===== src/rtl/sd_arb_pkg.sv =====
// Shared types and helpers for the SD port arbiter.
// Imported by the interface, the picker and the top.
package sd_arb_pkg;

    localparam int SD_LBA_W = 32;

    typedef enum logic [1:0] {
        IDLE,
        ISSUE,
        XFER,
        DONE
    } arb_state_e;

    function automatic int idx_width(input int n);
        return (n > 1) ? $clog2(n) : 1;
    endfunction

endpackage


===== src/rtl/sd_port_arbiter_if.sv =====
// SD-side bundle between the arbiter and the SPI interface.
// The arbiter is the master; the IO controller is the slave.
interface sd_port_arbiter_if;
    import sd_arb_pkg::*;

    logic                sd_rd;
    logic                sd_wr;
    logic [SD_LBA_W-1:0] sd_lba;
    logic [7:0]          sd_din;
    logic                sd_ack;
    logic                sd_dout_strobe;
    logic                sd_din_strobe;

    modport master (
        output sd_rd, sd_wr, sd_lba, sd_din,
        input  sd_ack, sd_dout_strobe, sd_din_strobe
    );

    modport slave (
        input  sd_rd, sd_wr, sd_lba, sd_din,
        output sd_ack, sd_dout_strobe, sd_din_strobe
    );

endinterface


===== src/rtl/rr_pick.sv =====
// Round-robin priority encoder: first pending index at or after rr,
// wrapping modulo NREQ.
module rr_pick
    import sd_arb_pkg::*;
#(
    parameter int NREQ = 2,
    parameter int IDXW = idx_width(NREQ)
) (
    input  logic [NREQ-1:0] pending_i,
    input  logic [IDXW-1:0] rr_i,
    output logic            valid_o,
    output logic [IDXW-1:0] idx_o
);

    logic [IDXW-1:0] cand;

    // Walk from the farthest offset down so the nearest one wins.
    always_comb begin
        valid_o = 1'b0;
        idx_o   = '0;
        cand    = '0;
        for (int k = NREQ - 1; k >= 0; k--) begin
            cand = IDXW'((int'(rr_i) + k) % NREQ);
            if (pending_i[cand]) begin
                valid_o = 1'b1;
                idx_o   = cand;
            end
        end
    end

endmodule


===== src/rtl/sd_port_arbiter.sv =====
// Shares one SD emulation port between NREQ drive controllers,
// granting round-robin and demuxing ack/strobes to the winner.
module sd_port_arbiter
    import sd_arb_pkg::*;
#(
    parameter int NREQ = 2,
    parameter int IDXW = idx_width(NREQ)
) (
    input  logic                     clk_sd,
    input  logic                     reset_n,
    input  logic [NREQ-1:0]          req_rd,
    input  logic [NREQ-1:0]          req_wr,
    input  logic [SD_LBA_W*NREQ-1:0] req_lba,
    input  logic [8*NREQ-1:0]        req_din,
    output logic [NREQ-1:0]          req_ack,
    output logic [NREQ-1:0]          req_dout_strobe,
    output logic [NREQ-1:0]          req_din_strobe,
    sd_port_arbiter_if.master        sd,
    output logic [IDXW-1:0]          grant_idx,
    output logic                     busy
);

    arb_state_e          state_q;
    logic [IDXW-1:0]     grant_q;
    logic [IDXW-1:0]     rr_q;
    logic                rd_q;
    logic                wr_q;
    logic                have_q;
    logic [SD_LBA_W-1:0] lba_q;

    logic [NREQ-1:0]     pending;
    logic                pick_vld;
    logic [IDXW-1:0]     pick_idx;
    logic [IDXW-1:0]     rr_d;
    logic [SD_LBA_W-1:0] lba_a [NREQ];
    logic [7:0]          din_a [NREQ];

    for (genvar i = 0; i < NREQ; i++) begin : g_unpack
        assign lba_a[i] = req_lba[SD_LBA_W*i +: SD_LBA_W];
        assign din_a[i] = req_din[8*i +: 8];
    end

    assign pending = req_rd | req_wr;

    assign rr_d = (grant_q == IDXW'(NREQ - 1)) ? '0
                                               : grant_q + IDXW'(1);

    rr_pick #(
        .NREQ (NREQ),
        .IDXW (IDXW)
    ) u_pick (
        .pending_i (pending),
        .rr_i      (rr_q),
        .valid_o   (pick_vld),
        .idx_o     (pick_idx)
    );

    always_ff @(posedge clk_sd or negedge reset_n) begin
        if (!reset_n) begin
            state_q <= IDLE;
            grant_q <= '0;
            rr_q    <= '0;
            rd_q    <= 1'b0;
            wr_q    <= 1'b0;
            have_q  <= 1'b0;
            lba_q   <= '0;
        end else begin
            unique case (state_q)
                IDLE: begin
                    if (pick_vld) begin
                        grant_q <= pick_idx;
                        lba_q   <= lba_a[pick_idx];
                        // rd+wr together is served as a read.
                        rd_q    <= req_rd[pick_idx];
                        wr_q    <= ~req_rd[pick_idx];
                        have_q  <= 1'b1;
                        state_q <= ISSUE;
                    end
                end
                ISSUE: begin
                    if (sd.sd_ack) begin
                        rd_q    <= 1'b0;
                        wr_q    <= 1'b0;
                        state_q <= XFER;
                    end else if (!pending[grant_q]) begin
                        rd_q    <= 1'b0;
                        wr_q    <= 1'b0;
                        rr_q    <= rr_d;
                        state_q <= IDLE;
                    end
                end
                XFER: begin
                    if (!sd.sd_ack) begin
                        rr_q    <= rr_d;
                        state_q <= DONE;
                    end
                end
                DONE: begin
                    state_q <= IDLE;
                end
                default: begin
                    state_q <= IDLE;
                end
            endcase
        end
    end

    always_comb begin
        req_ack         = '0;
        req_dout_strobe = '0;
        req_din_strobe  = '0;
        if (state_q == XFER) begin
            req_ack[grant_q]         = sd.sd_ack;
            req_dout_strobe[grant_q] = sd.sd_dout_strobe;
            req_din_strobe[grant_q]  = sd.sd_din_strobe;
        end
    end

    assign sd.sd_rd   = rd_q;
    assign sd.sd_wr   = wr_q;
    assign sd.sd_lba  = lba_q;
    assign sd.sd_din  = have_q ? din_a[grant_q] : 8'h00;
    assign grant_idx  = grant_q;
    assign busy       = (state_q != IDLE);

endmodule

===== src/flat_wrapper.sv =====
// flat-port wrapper written by rule: the top's interface ports become plain ports
module sd_port_arbiter_flat import sd_arb_pkg::*;
#(
    parameter int NREQ = 2,
    parameter int IDXW = idx_width(NREQ)
)
  (clk_sd, reset_n, req_rd, req_wr, req_lba, req_din, req_ack, req_dout_strobe, req_din_strobe, grant_idx, busy, sd_sd_rd, sd_sd_wr, sd_sd_lba, sd_sd_din, sd_sd_ack, sd_sd_dout_strobe, sd_sd_din_strobe);
  sd_port_arbiter_if sd_i ();
  input  logic clk_sd;
  input  logic reset_n;
  input  logic [NREQ-1:0] req_rd;
  input  logic [NREQ-1:0] req_wr;
  input  logic [SD_LBA_W*NREQ-1:0] req_lba;
  input  logic [8*NREQ-1:0] req_din;
  output logic [NREQ-1:0] req_ack;
  output logic [NREQ-1:0] req_dout_strobe;
  output logic [NREQ-1:0] req_din_strobe;
  output logic [IDXW-1:0] grant_idx;
  output logic busy;
  output wire logic [$bits(sd_i.sd_rd)-1:0] sd_sd_rd;
  output wire logic [$bits(sd_i.sd_wr)-1:0] sd_sd_wr;
  output wire logic [$bits(sd_i.sd_lba)-1:0] sd_sd_lba;
  output wire logic [$bits(sd_i.sd_din)-1:0] sd_sd_din;
  input wire logic [$bits(sd_i.sd_ack)-1:0] sd_sd_ack;
  input wire logic [$bits(sd_i.sd_dout_strobe)-1:0] sd_sd_dout_strobe;
  input wire logic [$bits(sd_i.sd_din_strobe)-1:0] sd_sd_din_strobe;
  assign sd_sd_rd = sd_i.sd_rd;
  assign sd_sd_wr = sd_i.sd_wr;
  assign sd_sd_lba = sd_i.sd_lba;
  assign sd_sd_din = sd_i.sd_din;
  assign sd_i.sd_ack = sd_sd_ack;
  assign sd_i.sd_dout_strobe = sd_sd_dout_strobe;
  assign sd_i.sd_din_strobe = sd_sd_din_strobe;
  sd_port_arbiter #(.NREQ(NREQ), .IDXW(IDXW)) u_core (.clk_sd(clk_sd), .reset_n(reset_n), .req_rd(req_rd), .req_wr(req_wr), .req_lba(req_lba), .req_din(req_din), .req_ack(req_ack), .req_dout_strobe(req_dout_strobe), .req_din_strobe(req_din_strobe), .sd(sd_i), .grant_idx(grant_idx), .busy(busy));
endmodule

===== config.mk =====
export PLATFORM = sky130hd
export DESIGN_NAME = sd_port_arbiter_flat
export DESIGN_NICKNAME = d
export VERILOG_FILES = /design/src/rtl/sd_arb_pkg.sv /design/src/rtl/sd_port_arbiter_if.sv /design/src/rtl/rr_pick.sv /design/src/rtl/sd_port_arbiter.sv /design/src/flat_wrapper.sv
export SDC_FILE = /design/constraint.sdc
export NUM_CORES = 1
export LEC_CHECK = 0
export ABC_AREA = 1
export CAP_MARGIN = 0
export CORE_UTILIZATION = 38
export CTS_CLUSTER_DIAMETER = 40
export DETAILED_ROUTE_END_ITERATION = 8
export PLACE_DENSITY = 0.84
export SLEW_MARGIN = 20
export SYNTH_ARGS = -nofsm -noshare
export SYNTH_HDL_FRONTEND = slang
export SYNTH_HIERARCHICAL = 1
export SYNTH_SLANG_ARGS = --single-unit

===== constraint.sdc =====
create_clock -name clk_sd -period 2.18 [get_ports clk_sd]
set_clock_uncertainty 0.2 [all_clocks]
set_input_delay 0.436 -clock clk_sd [delete_from_list [all_inputs] [get_ports clk_sd]]
set_output_delay 0.436 -clock clk_sd [all_outputs]
set_load 0.005 [all_outputs]

# Yosys cells after proc, flatten, opt, wreduce, memory -nomap -nowiden
# Index checks and enable logic that the tools add are counted.
[classes] addsub=2 n_lt_le_gt_ge=7 n_eq_ne=8 n_mux=40 bitwise=7 n_reduce_logical=9
[ops] op="$mux 32" count=3
[ops] op="$mux 8" count=4
[ops] op="$mux 1" count=21
[ops] op="$mux 2" count=7
[ops] op="$lt 1x2->1 const B" count=4
[ops] op="$pmux 2 s4" count=1
[ops] op="$and 2x2->2" count=3
[ops] op="$ne 2x2->1 const B" count=3
[ops] op="$pmux 1 s2" count=3
[ops] op="$reduce_and 3->1" count=2
[ops] op="$reduce_bool 2->1" count=3
[ops] op="$eq 2x2->1 const B" count=2
[ops] op="$ge 2x2->1 const B" count=2
[ops] op="$not 1->2" count=2
[ops] op="$reduce_and 4->1" count=1
[ops] op="$ne 3x3->1 const B" count=1
[ops] op="$add 1x1->1 const B" count=2
[ops] op="$eq 2x1->1 const B" count=1
[ops] op="$logic_not 2->1" count=1
[ops] op="$ne 2x1->1 const B" count=1
[ops] op="$or 2x2->2" count=1
[ops] op="$reduce_and 2->1" count=1
[ops] op="$demux 1 s1" count=1
[ops] op="$ge 1x1->1 const B" count=1
[ops] op="other kinds (2)" count=2
[totals] regBits=39 word_cells=80

# Depth between registers and ports, before layout
# Gate-level depths: netlist of the first run.
[depth] ltp_word=10 ltp_mapped=11 depth_no_buf=10

# Hierarchy
# The synthesis of the first run kept the hierarchy.
[modules_own_cells] mod="sd_port_arbiter" instances=1 cells_each=264 area_each_um2=1981.9 seq_area_each_um2=975.9
[modules_own_cells] mod="rr_pick" instances=1 cells_each=4 area_each_um2=18.8 seq_area_each_um2=0.0

# Least setup slack after synthesis of the first run
# OpenSTA, ideal clock, no wires.
[synth_timing] path_kind="input to register" startpoint="input port req_wr[0]" endpoint="register u_core.have_q" t_arrival_ps=1345 setup_slack_ps=508 stages=7 path_buffers=1 path_cell_list="nor2_1 -> inv_1 -> or2_1 -> nand3_2 -> inv_2 -> buf_6 -> or2_2"
[synth_between] elab_chain_len=6 word_cells_on_any_way=8 classes_between="6 x mux; 1 x bitwise; 1 x reduce/logical"
[synth_rtl] element="start, declared" line="flat_wrapper.sv:12" text="input logic [NREQ-1:0] req_wr;"
[synth_rtl] element="$or 2x2->2 (*)" line="sd_port_arbiter.sv:43" text="assign pending = req_rd | req_wr;"
[synth_rtl] element="via u_core.pending[0]" line="sd_port_arbiter.sv:31" text="logic [NREQ-1:0] pending;"
[synth_rtl] element="$mux 1 (not written as such) (2 in series)" line="rr_pick.sv:24" text="if (pending_i[cand]) begin"
[synth_rtl] element="$mux 1" line="rr_pick.sv:24"
[synth_rtl] element="$mux 1 (*)" line="rr_pick.sv:24"
[synth_rtl] element="via u_core.pick_vld" line="sd_port_arbiter.sv:32" text="logic pick_vld;"
[synth_rtl] element="$reduce_and 2->1 (no line) (*)"
[synth_rtl] element="end signal, assigned" line="sd_port_arbiter.sv:65" text="have_q <= 1'b0;"
[synth_rtl] element="end signal, assigned" line="sd_port_arbiter.sv:76" text="have_q <= 1'b1;"
[synth_rtl] element="end, declared" line="sd_port_arbiter.sv:28" text="logic have_q;"
# The timed path passes the listed nets; every way through them passes the cells marked *. The select of a mux whose other input is x is not followed.
# A chain may end at the register's enable or synchronous reset.

# Worst setup path after layout of the first run
[layout_timing] startpoint="register u_core.grant_q (netlist: u_core/grant_idx)" endpoint="output port sd_sd_din[3]"
[layout_between] elab_chain_len=5
[layout_rtl] element="start, declared" line="sd_port_arbiter.sv:24" text="logic [IDXW-1:0] grant_q;"
[layout_rtl] element="start signal, assigned" line="sd_port_arbiter.sv:71" text="grant_q <= pick_idx;"
[layout_rtl] element="$not 1->2 (not written as such)" line="sd_port_arbiter.sv:122" text="assign sd.sd_din = have_q ? din_a[grant_q] : 8'h00;"
[layout_rtl] element="$mux 8 (not written as such) (3 in series)" line="sd_port_arbiter.sv:122"
[layout_rtl] element="$mux 8" line="sd_port_arbiter.sv:122"
[layout_rtl] element="end, declared" line="flat_wrapper.sv:23" text="output wire logic [$bits(sd_i.sd_din)-1:0] sd_sd_din;"
# No other way between the ends. The select of a mux whose other input is x is not followed.

==> summary.txt, run 1 <==
Outcome
  – Status: completed

Layout
  – Layout cells sized above 1: 0.111
  – Nets@finish: between 500 and 600
  – ANT cells: 0
  – Most frequent cells in the layout: clkdlybuf4s50_1, nand2_1, nor2_1
  – Commonest non-fill, non-tap cell in the layout: clkdlybuf4s50_1
  – Finished Layout Cells: 492
  – Fillers: 396
  – P&R area growth vs syn: 86.9%
  – Final Cell Area: roughly 0.0037 mm^2

Detailed routing
  – DRC viols: 0
  – Wire per inst: about 12 um
  – Total Wirelength: 6110 um
  – Routed vias/inst: approximately 4.7
  – Detail Route Antenna Nets: 0
  – Pre-antenna DRT Iters: 4
  – Drt first-iter violations: ~170
  – Vias: 2335

Setup path
  – CP cell instances: clkinvlp_4 > buf_6 > buf_6 > nor2_1 > nor2_1 > dlygate4sd2_1
  – CP Class: flop to output port
  – Required time worst endpoint: about 1.5 ns
  – CP endpoint kind: output port
  – RR Startpoint: u_core/grant_idx$_DFFE_PN0P_
  – CP startpoint kind: flop
  – CP peak stage delay: about 0.41 ns
  – Worst Setup SP: u_core/grant_idx$_DFFE_PN0P_
  – Slowest CP cell: dfrtp_1
  – Worst Path Max Fanout: 5
  – Worst Path Arrival: 1.50 ns

Place
  – Post-DP HPWL: around 4600 um
  – I/O Buffers: 138
  – Pre-CTS setup slack: -0.162 ns
  – Area after DPL: about 0.0035 mm^2
  – GPL Wtd Cong: 0.780
  – # placed instances: 474

Power and ir drop
  – Pleak: ~1.7 nW
  – P_int: around 2.8 mW
  – Sequential Power Share: 0.287
  – Power Density: 1180 mW/mm^2
  – VDD IR max: roughly 660 uV
  – Clock Power Share: 0.133
  – P_sw: around 1.6 mW
  – Switch share: 0.356
  – Combinational Power Share: 0.580

Clock tree
  – Clock Pin Slew Worst Setup and Hold Paths: around 0.08 ns
  – Root Driver: clkbuf_8
  – Clock Sinks: 39
  – Deepest clock path buffer count: 2
  – Skew-Pair Late Insertion Delay: 0.28 ns
  – Inserted Clock Buffers: 5
  – CTS tree: yes
  – H-tree depth: 2

Floorplanning
  – # IOs: between 100 and 150
  – # rows: 26
  – Die area: roughly 0.0056 mm^2
  – Initial Util: 0.394
  – Chip height: about 75 um
  – Core Area: 0.00507 mm^2
  – Width of the die: around 75 um

Yosys
  – Syn avg cell area: ~7.5 um^2
  – Synth cell types: 18
  – Cell Area, Synth: around 0.002 mm^2
  – Flops & latches, synth: 39
  – Mapped Cells: roughly 270
  – Seq/Total Area, Yosys: 0.488
  – Warnings, synthesis: 6
  – Post-Syn Nets: between 300 and 400

Timing
  – WHS: approximately 0.29 ns
  – Slew @ Worst Pin: 0.512 ns
  – Fin Setup TNS: 0 ns
  – Period utilization: 0.978
  – Worst slew margin: 0.659
  – Post-route minimum period: 2.13 ns
  – Final hold vios: 0
  – Max Fclk: roughly 470 MHz
  – Pins Over Slew Limit: 0
  – Setup violators final: 0
  – RSZ-0062 raised after global routing: true
  – Final WS setup: around 0.048 ns

Global routing
  – Vias in the first global route: about 2100
  – First-pass GRT wire length: ~9300 um
  – Tot GR Track Use: 0.221
  – Grt ovf: 0
  – Largest net degree at the start of global routing: 33
  – Initial antenna violation count: 0

Run
  – Max-Cap Viols: 0

Worst hold path
  – Startpoint of the worst hold path: u_core/sd.sd_rd$_DFFE_PN0P_
  – Worst hold path class: flop to flop
cells in the mapped netlist, drive strengths merged:
| library cell | count | area share |
|---|---|---|
| nor3 | 4 | 0.010 |
| a21oi | 3 | 0.0075 |
| o21ai | 11 | 0.028 |
| nand3 | 6 | 0.018 |
| a31oi | 32 | 0.10 |
| buf | 12 | 0.045 |
| inv | 16 | 0.030 |
| clkbuf | 4 | 0.0075 |
| dfrtp | 39 | 0.49 |
| nand2 | 85 | 0.16 |
| nor2 | 54 | 0.10 |
| or2 | 2 | 0.0063 |
metal layers:
metal | wire (um) | global-route usage
met4 | 111 | 0.0922
met3 | 499 | 0.0664
met2 | 3170 | 0.409
met1 | 2320 | 0.232
met5 | 0 | 0
flip-flops by register name, indices dropped and copies added, names as in the netlist, named ones only:
register          cells
u_core/rr_q           1
u_core/sd.sd_lba     32
u_core/state_q        1
u_core/grant_idx      1
u_core/have_q         1
u_core/sd.sd_rd       1
u_core/sd.sd_wr       1
final timing paths:
path	endpoint	slack [ns]	cells past startpoint
max in group asynchronous	u_core/sd.sd_rd$_DFFE_PN0P_	0.79	3
max	sd_sd_din[3]	0.05	6
min reg2reg	u_core/sd.sd_rd$_DFFE_PN0P_	0.29	2
min in group asynchronous	u_core/sd.sd_lba[24]$_DFFE_PN0P_	0.45	2
min	u_core/sd.sd_rd$_DFFE_PN0P_	0.29	2
max reg2reg	u_core/rr_q$_DFFE_PN0P_	0.49	10
worst max-delay path, delay by kind of cell (launching register included):
family                 cells  cell delay, ns
flip-flops                 1            0.41
AND/OR/NAND/NOR            2            0.14
buffers and inverters      4            0.67
power by group through the flow:
stage | Combinational, mW | Sequential, mW | Clock, mW
2_1_floorplan | 1.11 | 1.31 | 0
3_5_place_dp | 2.44 | 1.29 | 0
4_1_cts | 2.53 | 1.27 | 0.610
5_1_grt | 2.82 | 1.31 | 0.644
3_3_place_gp | 2.38 | 1.26 | 0
6_report | 2.57 | 1.27 | 0.590
timing repair:
action,4_1_cts,5_1_grt
endpoints found under the hold margin,21,0
hold buffers,1,0
setup endpoints to repair,14,7
buffers inserted,8,1
resized for setup,20,8
cell families (layout without fill, tap and decap cells):
family	Yosys count	in the layout	synth area share
simple gates	151	151	0.295
compound gates	46	46	0.135
flops	39	39	0.488
buf+inv	32	186	0.0825
through the flow:
stage                util  total power [mW]
finish              0.737              4.43
global route        0.737              4.78
CTS                 0.730              4.42
detailed placement  0.693              3.73
global placement    0.693              3.64
floorplan               -              2.42
cell type report:
class / count / area (um^2) / area share
timing repair buffer: 162 / 1610 / 0.430
sequential: 39 / 976 / 0.261
multi-input combinational: 197 / 891 / 0.238
tap: 70 / 87.6 / 0.0234
clock buffer: 5 / 68.8 / 0.0184
inverter: 16 / 63.8 / 0.0171
clock inverter: 3 / 43.8 / 0.0117
Note: power is estimated with default switching activity, not from simulation.
==> run 2, diff against run 1 <==
Settings changed: MAX_ROUTING_LAYER from default to met4.
==> run 2 against run 1 <==
Cell count did not move. Combinational power barely moved. Routed wire length barely moved. Critical path depth did not move. Via count fell by 0.30%. Total power rose by 0.14%. Clock power barely moved. Count of clock-buffer cells in the layout did not move. Setup slack improved by 0.0050 ns. Highest routed layer unchanged. Largest power group unchanged. Sequential cell count did not move.
==> summary.txt, run 2 (synthesis results as in run 1) <==
Power and ir drop
  – Power Density: 1180 mW/mm^2 (about the same)
  – Pleak: 1.67 nW (about the same)
  – Sequential Power Share: 0.287 (about the same)
  – P_int: 2.85 mW (+0.11%)
  – Clock Power Share: 0.133 (about the same)
  – VDD IR max: 660 uV (+0.38%)
  – P_sw: 1.58 mW (+0.19%)
  – Combinational Power Share: 0.580 (about the same)
  – Switch share: 0.356 (about the same)

Setup path
  – Worst Path Arrival: 1.49 ns (about the same)
  – Worst Setup SP: u_core/grant_idx$_DFFE_PN0P_
  – Required time worst endpoint: 1.54 ns (about the same)
  – CP Class: flop to output port
  – Worst R2R Path Depth: 9 (-1)
  – Worst Path Max Fanout: 5 (unchanged)
  – RR Startpoint: u_core/grant_idx$_DFFE_PN0P_
  – FF-to-FF End: u_core/sd.sd_wr$_DFFE_PN0P_
  – Crit path to: sd_sd_din[3]
  – CP endpoint kind: output port
  – Worst reg-to-reg setup slack: 0.50 ns (about the same)
  – CP startpoint kind: flop

Global routing
  – Grt ovf: 0 (unchanged)
  – Initial antenna violation count: 0 (unchanged)
  – Largest net degree at the start of global routing: 33 (unchanged)
  – Grt peak-use layer: met2
  – Global routing usage on met1: 0.242 (+0.00949)
  – First-pass GRT wire length: 9360 um (+0.15%)
  – Tot GR Track Use: 0.229 (+0.00798)
  – Met2 Track Usage GR: 0.409 (unchanged)
  – Vias in the first global route: 2140 (-0.42%)
  – M3 GR Usage: 0.0637 (-0.00271)

Place
  – Post-DP HPWL: 4600 um (unchanged)
  – Area after DPL: 0.00352 mm^2 (unchanged)
  – GPL Wtd Cong: 0.790 (+1.4%)
  – I/O Buffers: 138 (unchanged)

Clock tree
  – Skew-Pair Late Insertion Delay: 0.28 ns (about the same)
  – Root Driver: clkbuf_8
  – Deepest clock path buffer count: 2 (unchanged)
  – Clock Pin Slew Worst Setup and Hold Paths: 0.08 ns (about the same)
  – CTS tree: yes
  – H-tree depth: 2 (unchanged)
  – Inserted Clock Buffers: 5 (unchanged)
  – Clock Sinks: 39 (unchanged)

Detailed routing
  – Total Wirelength: 6110 um (about the same)
  – Wire per inst: 12.4 um (about the same)
  – Pre-antenna DRT Iters: 5 (+1)
  – Vias: 2328 (-0.30%)
  – DRC viols: 0 (unchanged)
  – Routed vias/inst: 4.73 (-0.30%)
  – Detail Route Antenna Nets: 0 (unchanged)
  – Drt first-iter violations: 165 (-4.1%)

Run
  – Max-Cap Viols: 0 (unchanged)

Layout
  – Final Cell Area: 0.00374 mm^2 (about the same)
  – ANT cells: 0 (unchanged)
  – Commonest non-fill, non-tap cell in the layout: clkdlybuf4s50_1
  – Max reg flops: 32 (unchanged)
  – P&R area growth vs syn: 87.0% (about the same)
  – Post-layout util: 0.737 (about the same)
  – Layout cells sized above 1: 0.111 (unchanged)
  – Most frequent cells in the layout: clkdlybuf4s50_1, nand2_1, nor2_1
  – Nets@finish: 510 (unchanged)

Floorplanning
  – Die area: 0.00556 mm^2 (unchanged)
  – # IOs: 139 (unchanged)
  – # rows: 26 (unchanged)
  – Initial Util: 0.394 (unchanged)
  – Width of the die: 74.6 um (unchanged)
  – Chip height: 74.6 um (unchanged)
  – Core Area: 0.00507 mm^2 (unchanged)

Timing
  – Max Fclk: 470 MHz (+0.23%)
  – Setup violators final: 0 (unchanged)
  – Final hold vios: 0 (unchanged)
  – Worst slew margin: 0.658 (about the same)
  – Period utilization: 0.976 (-0.00228)
  – Post-route minimum period: 2.13 ns (-0.00496 ns)
  – Slew @ Worst Pin: 0.512 ns (+0.000808 ns)
  – WHS: 0.287 ns (+0.0000450 ns)
  – Pins Over Slew Limit: 0 (unchanged)
  – RSZ-0062 raised after global routing: true

Worst hold path
  – WHS Path Cells: 2 (unchanged)
  – Worst hold path class: flop to flop

Outcome
  – Status: completed
[run 2: cell type report]
type                    instances  area, um^2
clock buffers                   5        68.8
multi-input cells             197         891
repair buffers                162        1610
flip-flops and latches         39         976
fillers                       396        1330
well taps                      70        87.6
inverters                      16        63.8
clock inverters                 3        43.8
[run 2: layer usage]
| layer | up-vias | wire, um |
|---|---|---|
| li1 | 1169 | - |
| met1 | 1068 | 2460 |
| met2 | 81 | 3160 |
| met3 | 10 | 401 |
| met4 | 0 | 93 |
| met5 | - | 0 |
[run 2: through the flow]
step / setup TNS (ns) / worst slack (ns) / total power, mW / std cells
final: 0 / 0.0525 / 4.43 / 492
after CTS: 0 / 0.0495 / 4.42 / 491
after global placement: -1.00 / -0.0617 / 3.64 / 474
after floorplan: 0 / 0.508 / 2.42 / 268
after global routing: -0.0872 / -0.0346 / 4.79 / 492
after detailed placement: -1.55 / -0.162 / 3.73 / 474
[run 2: worst min-delay path by stage]
stage | startpoint | endpoint | slack (ns)
5_1_grt | u_core/sd.sd_rd$_DFFE_PN0P_ | u_core/sd.sd_rd$_DFFE_PN0P_ | 0.31
4_1_cts | u_core/sd.sd_rd$_DFFE_PN0P_ | u_core/sd.sd_rd$_DFFE_PN0P_ | 0.29
2_1_floorplan | reset_n | asynchronous set/reset pin | -0.06
3_3_place_gp | reset_n | u_core/sd.sd_lba[24]$_DFFE_PN0P_ | 0.24
6_report | u_core/sd.sd_rd$_DFFE_PN0P_ | u_core/sd.sd_rd$_DFFE_PN0P_ | 0.29
3_5_place_dp | reset_n | u_core/sd.sd_lba[24]$_DFFE_PN0P_ | 0.24
[run 2: what timing repair did]
action,in CTS,in global routing
gates resized for setup,20,10
hold buffers,1,0
setup buffers,8,1
endpoints found under the setup margin,14,8
pin swaps,0,0
endpoints found under the hold margin,21,0
cloned,0,0
[run 2: power by group through the flow]
stage | Combinational, mW | Clock [mW] | Sequential [mW]
after floorplan | 1.11 | 0 | 1.31
final | 2.57 | 0.589 | 1.27
after global placement | 2.38 | 0 | 1.26
after detailed placement | 2.44 | 0 | 1.29
after global routing | 2.82 | 0.647 | 1.31
after CTS | 2.53 | 0.610 | 1.27
[run 2: critical path, cell delays in order, from the launching register on]
cell,delay [ns]
dfrtp_1,0.41
clkinvlp_4,0.15
buf_6,0.15
buf_6,0.12
nor2_1,0.09
nor2_1,0.05
dlygate4sd2_1,0.25
